--- config.mk ---
export PLATFORM = sky130hd
export DESIGN_NAME = uart_alu_intf
export DESIGN_NICKNAME = d
export VERILOG_FILES = /design/src/rtl/uart_intf_pkg.sv /design/src/rtl/uart_alu_intf_timeout_cnt.sv /design/src/rtl/uart_alu_intf.sv
export SDC_FILE = /design/constraint.sdc
export NUM_CORES = 1
export LEC_CHECK = 0
export CORE_MARGIN = 2
export CORE_UTILIZATION = 35
export DETAILED_ROUTE_END_ITERATION = 10
export PLACE_DENSITY_LB_ADDON = 0.05
export SLEW_MARGIN = 20
export SYNTH_ARGS = -nofsm -noshare
export SYNTH_HDL_FRONTEND = slang
export SYNTH_HIERARCHICAL = 1
export SYNTH_SLANG_ARGS = --single-unit
--- constraint.sdc ---
create_clock -name clk -period 2.66 [get_ports clk]
set_input_delay 0.665 -clock clk [delete_from_list [all_inputs] [get_ports clk]]
set_output_delay 0.665 -clock clk [all_outputs]
set_load 0.02 [all_outputs]
--- src/rtl/uart_intf_pkg.sv ---
// Shared types and constants for the UART <-> ALU host interface.
package uart_intf_pkg;

  typedef enum logic [2:0] {
    RD_A,
    RD_B,
    RD_OP,
    EXEC,
    WR_RES
  } intf_state_t;

  localparam int unsigned DBIT_DEF  = 8;
  localparam int unsigned NB_OP_DEF = 6;

  localparam logic [5:0] OP_ADD = 6'h20;
  localparam logic [5:0] OP_SUB = 6'h22;
  localparam logic [5:0] OP_AND = 6'h24;

endpackage

--- src/rtl/uart_alu_intf_timeout_cnt.sv ---
// Idle-cycle counter that flags a stalled partial frame.
// Compiled only when UART_INTF_TIMEOUT_EN is defined.
`ifdef UART_INTF_TIMEOUT_EN
module intf_timeout_cnt #(
  parameter int unsigned TIMEOUT = 1_000_000,
  parameter int unsigned TO_BITS = 20
) (
  input  logic clk,
  input  logic rst_n,
  input  logic clr,
  input  logic en,
  output logic expired
);

  localparam logic [TO_BITS-1:0] LAST = TO_BITS'(TIMEOUT - 1);

  logic [TO_BITS-1:0] cnt;

  // Count enabled cycles, restart on clear.
  always_ff @(posedge clk or negedge rst_n) begin
    if (!rst_n) begin
      cnt <= '0;
    end else if (clr) begin
      cnt <= '0;
    end else if (en) begin
      cnt <= cnt + TO_BITS'(1);
    end
  end

  // The enabled cycle that would bring the count to TIMEOUT is the expiry cycle.
  assign expired = en && !clr && (cnt == LAST);

endmodule
`endif

--- src/rtl/uart_alu_intf.sv ---
// Host-side UART FIFO endpoint: pops A, B, opcode from the RX FIFO, runs them
// through an external combinational ALU and pushes the result to the TX FIFO.
// Optional feature macro: UART_INTF_TIMEOUT_EN (drop stalled partial frames).
module uart_alu_intf
  import uart_intf_pkg::*;
#(
  parameter int unsigned DBIT    = DBIT_DEF,
  parameter int unsigned NB_OP   = NB_OP_DEF,
  parameter int unsigned TIMEOUT = 1_000_000,
  parameter int unsigned TO_BITS = 20
) (
  input  logic             clk,
  input  logic             reset,
  input  logic             rx_empty,
  input  logic [DBIT-1:0]  r_data,
  output logic             rd_uart,
  input  logic             tx_full,
  output logic             wr_uart,
  output logic [DBIT-1:0]  w_data,
  output logic [DBIT-1:0]  alu_a,
  output logic [DBIT-1:0]  alu_b,
  output logic [NB_OP-1:0] alu_op,
  input  logic [DBIT-1:0]  alu_result,
  output logic             done_tick,
  output logic             timeout_tick
);

  intf_state_t     state;
  logic [DBIT-1:0] result;
  logic            to_expired;

  // Elaboration guard: the counter must be wide enough to reach TIMEOUT.
  if ((64'(TIMEOUT) >> TO_BITS) != 64'd0) begin : g_to_bits_check
    $error("TO_BITS too narrow for TIMEOUT");
  end

`ifdef UART_INTF_TIMEOUT_EN
  logic waiting;

  // Idle only while a frame is partially received and the RX FIFO is empty.
  assign waiting = ((state == RD_B) || (state == RD_OP)) && rx_empty;

  intf_timeout_cnt #(
    .TIMEOUT (TIMEOUT),
    .TO_BITS (TO_BITS)
  ) u_timeout_cnt (
    .clk     (clk),
    .rst_n   (reset),
    .clr     (!waiting),
    .en      (waiting),
    .expired (to_expired)
  );
`else
  assign to_expired = 1'b0;
`endif

  // Frame FSM. Strobes are registered on the same edge that captures the byte
  // or commits the write, so each strobe is high for the cycle after the edge.
  always_ff @(posedge clk or negedge reset) begin
    if (!reset) begin
      state        <= RD_A;
      rd_uart      <= 1'b0;
      wr_uart      <= 1'b0;
      done_tick    <= 1'b0;
      timeout_tick <= 1'b0;
      w_data       <= '0;
      alu_a        <= '0;
      alu_b        <= '0;
      alu_op       <= '0;
      result       <= '0;
    end else begin
      rd_uart      <= 1'b0;
      wr_uart      <= 1'b0;
      done_tick    <= 1'b0;
      timeout_tick <= 1'b0;
      unique case (state)
        RD_A: begin
          if (!rx_empty) begin
            alu_a   <= r_data;
            rd_uart <= 1'b1;
            state   <= RD_B;
          end
        end
        RD_B: begin
          if (!rx_empty) begin
            alu_b   <= r_data;
            rd_uart <= 1'b1;
            state   <= RD_OP;
          end else if (to_expired) begin
            timeout_tick <= 1'b1;
            state        <= RD_A;
          end
        end
        RD_OP: begin
          if (!rx_empty) begin
            alu_op  <= r_data[NB_OP-1:0];
            rd_uart <= 1'b1;
            state   <= EXEC;
          end else if (to_expired) begin
            timeout_tick <= 1'b1;
            state        <= RD_A;
          end
        end
        EXEC: begin
          result <= alu_result;
          state  <= WR_RES;
        end
        WR_RES: begin
          if (!tx_full) begin
            wr_uart   <= 1'b1;
            done_tick <= 1'b1;
            w_data    <= result;
            state     <= RD_A;
          end
        end
        default: state <= RD_A;
      endcase
    end
  end

endmodule

==> results.toml, run 1 <==
[floorplanning]
core_region_area_um2 = 4723
pin_count = 54
die_w_um = 73.91
die_height_um = 73.91
initial_core_util_pct = 36.21
dieArea_um2 = 5462
num_rows = 25

[finish]
seqCellArea_um2 = 1076
multiInputGateArea_um2 = 589.3
final_layout_size_suffix_gt1_share_pct = 33.33
design_area_um2 = 2375
insertedDiodeCount = 0
syn2layout_area_growth_pct = 38.84
nets = 176
n_fill_cell = 406
final_cells = 223

[routing]
ant_nets = 0
drcViolationCount = 0
drt_wl_total_um = 3164
drtIter0Drc = 7
viasPerCell = 4.529
drtPass1Iterations = 2
via_count = 1010
avgRoutedWirePerCell_um = 14.19

[hold_path]
holdCritPathClass = "reg2reg"

[cts]
post_cts_buffers = 0
htree_levels = 2
hold_buffers = 0
cts_tree = "yes"
clock_latency_ps = 290
cts_buffer_depth = 2
cts_buffers = 5
clk_pin_slew_ps = 70
cts_resized = 0
cts-root-buf = "clkbuf_8"
clock-sinks = 43

[setup_path]
critical_path.startpoint_type = "primary input"
worstPathArrival_ps = 2230
critPathCaptureType = "flop"
required_ps = 2830
crit_fanout = 8
worst-setup-path-type = "in2reg"

[placement]
gp_congestion = 0.6374
placed_area_um2 = 2272
dp_hpwl_um = 2215
portBuffers = 52
dp_cells = 216

[global_route]
grt_max_degree = 44
grt_overflow = 0
grt_pass1_wl_um = 5057
antenna_found_initial = 0
grt_usage_pct = 12.72
first_global_vias = 1067

[yosys]
syn_nets = 122
synth.area.top_cells = "dfrtp_1 (63%), mux2_2 (25%), nor4b_4 (4.2%)"
async_reset_ff_share_pct = 100.0
synth_most_common_cell = "dfrtp_1"
synthFlopType = "dfrtp_1"
postSynthCellCount = 102
synth_area_um2 = 1710
synth.distinct_cells = 16
synth_edf_count = 0
yosysSeqAreaShare_pct = 62.91
avgSynthCellArea_um2 = 16.77
netlist.top_cell.by_area = "dfrtp_1"
yosysWarnings = 6
synth_top_area_share_pct = 62.91
ys_seq_elements = 43
synth_commonest_cells = "dfrtp_1 (43), mux2_2 (38), buf_4 (4)"

[power_and_ir_drop]
irDropWorstVdd_uv = 489.2
powerDensity_nw_per_um2 = 1256
power_leakage_uw = 0.0009626
power_uw = 2982

[timing]
tightestPinTransition_ps = 928.7
slew_violations = 0
rsz0062_at_grt = "no"
period_minus_slack_ps = 2064
finalSetupTns_ps = 0
skew_ps = 4.489
hold_slack_ps = 500.1
max_clock_freq_mhz = 484.5
finalSetupViolCount = 0
fin_crit_sh_pct = 77.60
slew_headroom_pct = 38.09
hold_viol = 0

[run]
max-cap-violations = 0

[status]
status = "finished clean"
## routing by layer
layer | GRT usage [%] | wire, um | up-vias
li1 | - | - | 464
met1 | 13.29 | 1186 | 510
met2 | 23.21 | 1736 | 32
met3 | 4.938 | 211 | 4
met4 | 4.242 | 29 | 0
met5 | 0 | 0 | -
## sequential cells by signal, indices dropped and copies added (netlist names)
register,flops
alu_b,8
alu_op,6
alu_a,8
result,8
state,3
done_tick,1
w_data,8
rd_uart,1
## stage by stage
stage	setup WS [ps]	utilization (%)
2_1_floorplan	852.1	-
5_1_grt	525.5	50.28
3_3_place_gp	305.3	48.11
6_report	595.8	50.28
4_1_cts	557.9	50.28
3_5_place_dp	252.1	48.11
## cells in the final DEF (no fill, tap or decap), types with 2 or more instances in the layout
cell type,n
clkdlybuf4s50_1,51
clkbuf_8,5
mux2_2,38
nand3b_1,2
nor4b_4,3
dfrtp_1,43
a21oi_1,2
## power by group
group,internal (uW),switching [uW]
Clock,275,198
Sequential,970,215
Combinational,759,564
## cells by family after synthesis
| group | Yosys count | synth area share (%) |
|---|---|---|
| and+or+nand+nor | 10 | 7.754 |
| muxes | 38 | 25.02 |
| other | 1 | 0.2192 |
| buffers and inverters | 6 | 2.633 |
| DFF | 43 | 62.91 |
| AOI/OAI and AO/OA | 4 | 1.463 |
## worst paths after layout
path / from / end / depth (start not counted) / slack (ps)
worst max register to register: state[2] / w_data[1] / 2 / 930
worst min-delay path: result[3] / w_data[3] / 1 / 500
min in group asynchronous: reset / alu_op[0] / 1 / 520
worst max-delay path: rx_empty / alu_b[4] / 3 / 600
max in group asynchronous: reset / state[2] / 1 / 1570
worst min register to register: result[3] / w_data[3] / 1 / 500
## critical path, stage by stage
cell and delay (ps):
clkdlybuf4s50_1 590, nor4b_4 580, mux2_2 400
## layout make-up
cell class | count | area share [%]
sequential | 43 | 45.31
timing repair buffer | 53 | 22.02
multi-input combinational | 53 | 24.82
tap | 67 | 3.530
clock inverter | 1 | 1.264
clock buffer | 6 | 3.056
Power figures use the tool's default switching activity.
==> run 2: changes to the inputs <==
==> constraint.sdc (replaced) <==
create_clock -name clk -period 1.86 [get_ports clk]
set_input_delay 0.465 -clock clk [delete_from_list [all_inputs] [get_ports clk]]
set_output_delay 0.465 -clock clk [all_outputs]
set_load 0.02 [all_outputs]
==> results.toml, run 2 (synthesized netlist as in run 1, its figures left out) <==
[timing]
skew_ps = 5.740
rsz0062_at_grt = "no"
finalSetupViolCount = 0
fin_ws_ps = 122.8
fin_crit_sh_pct = 93.40
finalSetupTns_ps = 0
slew_violations = 0
hold_slack_ps = 124.6
max_clock_freq_mhz = 575.6
hold_viol = 0
period_minus_slack_ps = 1737

[routing]
drcViolationCount = 0
drt_wl_total_um = 3261
drtPass1Iterations = 2
viasPerCell = 4.419
avgRoutedWirePerCell_um = 14.24
via_count = 1012
ant_nets = 0
drtIter0Drc = 38

[setup_path]
r2r_setup_slack_ps = 290
critical_path.startpoint_type = "flop"
crit-reg2reg-launch = "state[0]"
crit_chain = "clkdlybuf4s50_1"
ff2ff_path_depth = 3
crit_fanout = 2
required_ps = 1390
critPathMaxStageDelay_ps = 610
rr_endpoint = "alu_b[5]"
crit_buf_inv = 1
worstPathArrival_ps = 1270
path_delay_family = "buffers and inverters"
cp-startpoint = "alu_b[3]"
cpMaxStageDelayCell = "clkdlybuf4s50_1"
worst-setup-path-type = "reg2out"
critPathCaptureType = "output port"

[power_and_ir_drop]
powerDensity_nw_per_um2 = 1744
power_leakage_uw = 0.0009930
swShare_pct = 33.73
p_comb_share_pct = 45.6
pwr-share-seq_pct = 40.5
p_int_uw = 2793
p_sw_uw = 1422
irDropWorstVdd_uv = 759.4
clockPowerShare_pct = 14.0

[global_route]
grt_max_degree = 24
first_global_vias = 1110
grt_overflow = 0
grt_usage_pct = 13.67
grt_pass1_wl_um = 5492
antenna_found_initial = 0

[cts]
cts_resized = 0
cts_tree = "yes"
cts_buffers = 5
clock-sinks = 43
clk_pin_slew_ps = 80
cts-root-buf = "clkbuf_8"
clock_latency_ps = 290
cts_buffer_depth = 2
post_cts_buffers = 0
htree_levels = 2
hold_buffers = 0

[finish]
nets = 182
syn2layout_area_growth_pct = 41.33
design_area_um2 = 2417
layout.cells.most_common = "clkdlybuf4s50_1"
mostFrequentLayoutCells = "clkdlybuf4s50_1 (51), dfrtp_1 (43), mux2_2 (38)"
final_layout_size_suffix_gt1_share_pct = 36.42
utilization_pct = 51.18
insertedDiodeCount = 0
n_fill_cell = 414

[placement]
portBuffers = 52
dp_hpwl_um = 2362
gp_congestion = 0.6936
placed_area_um2 = 2330
dp_slack_ps = -64.78

[floorplanning]
pin_count = 54
dieArea_um2 = 5462
die_height_um = 73.91
initial_core_util_pct = 36.21
core_region_area_um2 = 4723
die_w_um = 73.91
num_rows = 25

[run]
max-cap-violations = 0

[status]
status = "finished clean"

[hold_path]
holdCritPathClass = "in2async"
## run 2: power by group through the flow
stage | sequential [uW] | combinational (uW) | clock [uW]
finish | 1710 | 1920 | 588
global route | 1780 | 2050 | 659
CTS | 1720 | 1960 | 612
detailed placement | 1730 | 1950 | 0
floorplan | 2020 | 761 | 0
global placement | 1710 | 1920 | 0
## run 2: cell type report
class / instances / area [um^2] / share of cell area [%]
well taps: 67 / 83.83 / 3.468
multi-input cells: 53 / 589.3 / 24.38
clock buffers: 6 / 82.58 / 3.416
clock inverters: 1 / 5.005 / 0.2070
repair buffers: 59 / 580.6 / 24.02
flip-flops and latches: 43 / 1076 / 44.51
## run 2: routing by layer
metal | share of wire [%] | routed length, um | track usage [%]
met2 | 51 | 1659 | 23.61
met1 | 43 | 1394 | 15.68
met4 | 0.95 | 31 | 4.848
met3 | 5.4 | 175 | 4.801
met5 | 0 | 0 | 0
## run 2: worst max-delay path by stage
stage,to,slack [ps],cells past startpoint
global route,alu_b[0],60,1
detailed placement,alu_b[5],-60,5
floorplan,alu_b[0],250,3
CTS,alu_op[5],100,1
global placement,alu_b[5],-50,5
finish,alu_b[3],120,1
## run 2: per-stage QoR
step	cells	total power [uW]
2_1_floorplan	102	2780
3_3_place_gp	222	3629
3_5_place_dp	222	3684
4_1_cts	229	4284
5_1_grt	229	4493
6_report	229	4215
==> run 3: changes to the inputs <==
--- a/config.mk
+++ b/config.mk
@@ -7,6 +7,7 @@
 export LEC_CHECK = 0
 export CORE_MARGIN = 2
 export CORE_UTILIZATION = 35
+export CTS_BUF_LIST = sky130_fd_sc_hd__clkbuf_4
 export DETAILED_ROUTE_END_ITERATION = 10
 export PLACE_DENSITY_LB_ADDON = 0.05
 export SLEW_MARGIN = 20
==> results.toml, run 3 (synthesized netlist as in run 1, its figures left out) <==
[timing]
finalSetupViolCount = 0
slew_violations = 0
period_minus_slack_ps = 1794
fin_ws_ps = 65.90
finalSetupTns_ps = 0
skew_ps = 9.763
fin_crit_sh_pct = 96.46
rsz0062_at_grt = "no"
hold_viol = 0
max_clock_freq_mhz = 557.4

[placement]
dp_hpwl_um = 2362
portBuffers = 52
dp_slack_ps = -64.78
dp_cells = 222
placed_area_um2 = 2330
gp_congestion = 0.6936

[floorplanning]
dieArea_um2 = 5462
die_height_um = 73.91
num_rows = 25
core_region_area_um2 = 4723
die_w_um = 73.91
pin_count = 54
initial_core_util_pct = 36.21

[setup_path]
path_delay_family = "buffers and inverters"
critPathMaxStageDelay_ps = 610
critical_path.startpoint_type = "flop"
cpMaxStageDelayCell = "clkdlybuf4s50_1"
worst-setup-path-type = "reg2out"
crit_buf_inv = 1
crit_fanout = 2
worstPathArrival_ps = 1330
required_ps = 1390
crit_chain = "clkdlybuf4s50_1"
critPathCaptureType = "output port"

[power_and_ir_drop]
pwr-share-seq_pct = 42.4
irDropWorstVdd_uv = 735.9
p_int_uw = 2609
powerDensity_nw_per_um2 = 1667
clockPowerShare_pct = 10.3
p_sw_uw = 1397
swShare_pct = 34.87
p_comb_share_pct = 47.4
power_leakage_uw = 0.001096
power_uw = 4007

[finish]
design_area_um2 = 2404
layout.cells.most_common = "dfrtp_1"
final_layout_size_suffix_gt1_share_pct = 35.80
syn2layout_area_growth_pct = 40.53
nets = 182
final_cells = 229
mostFrequentLayoutCells = "dfrtp_1 (43), clkdlybuf4s50_1 (40), mux2_2 (38)"
n_fill_cell = 407
insertedDiodeCount = 0

[routing]
drcViolationCount = 0
drt_wl_total_um = 3260
avgRoutedWirePerCell_um = 14.24
via_count = 1012
viasPerCell = 4.419
drtPass1Iterations = 2
ant_nets = 0
drtIter0Drc = 36

[cts]
cts-root-buf = "clkbuf_4"
clock-sinks = 43
hold_buffers = 0
clock_latency_ps = 340
post_cts_buffers = 0
cts_buffer_depth = 2
cts_tree = "yes"
clk_pin_slew_ps = 120
cts_buffers = 5
htree_levels = 2

[global_route]
grt_max_degree = 24
antenna_found_initial = 0
grt_pass1_wl_um = 5492
grt_overflow = 0
first_global_vias = 1100
grt_usage_pct = 13.67

[run]
max-cap-violations = 0

[status]
status = "finished clean"

[hold_path]
holdCritPathClass = "in2async"
==> run 3: final timing paths <==
| kind | cells past startpoint | start | slack [ps] | end |
|---|---|---|---|---|
| worst max-delay path | 1 | alu_b[2] | 70 | alu_b[2] |
| worst min-delay path | 1 | reset | 60 | alu_op[2] |
| worst max register to register | 3 | state[0] | 290 | alu_b[5] |
| worst min register to register | 1 | result[3] | 500 | w_data[3] |
| max in group asynchronous | 2 | reset | 1300 | state[2] |
| min in group clk | 1 | result[3] | 500 | w_data[3] |
==> run 3: power groups by stage <==
stage	registers (uW)	clock network [uW]	logic [uW]
2_1_floorplan	2020	0	761
3_3_place_gp	1710	0	1920
3_5_place_dp	1730	0	1950
4_1_cts	1710	442	1960
5_1_grt	1770	484	2030
6_report	1700	411	1900
==> run 3: layout make-up <==
| cell class | instances | area, um^2 | share of cell area, % |
|---|---|---|---|
| repair buffers | 59 | 608.1 | 25.30 |
| well taps | 67 | 83.83 | 3.488 |
| clock buffers | 5 | 37.54 | 1.562 |
| clock inverters | 2 | 8.758 | 0.3644 |
| flip-flops and latches | 43 | 1076 | 44.77 |
| multi-input cells | 53 | 589.3 | 24.52 |
==> run 3: repair_timing <==
item / 4_1_cts / 5_1_grt
setup endpoints to repair: 0 / 11
hold endpoints to repair: 0 / 0
resized for setup: 0 / 11
==> run 3: routing by layer <==
metal	global-route usage, %	share of wire [%]	vias to the layer above
met5	0	0	-
met4	4.848	1.7	0
met3	4.801	5.7	6
met2	23.31	50	34
met1	15.95	42	492
li1	-	-	480
==> run 3: metrics by stage <==
step	hold slack, ps	utilization [%]
2_1_floorplan	169.4	-
3_3_place_gp	454.9	49.32
3_5_place_dp	460.5	49.32
4_1_cts	55.08	50.30
5_1_grt	71.63	50.89
6_report	64.16	50.89
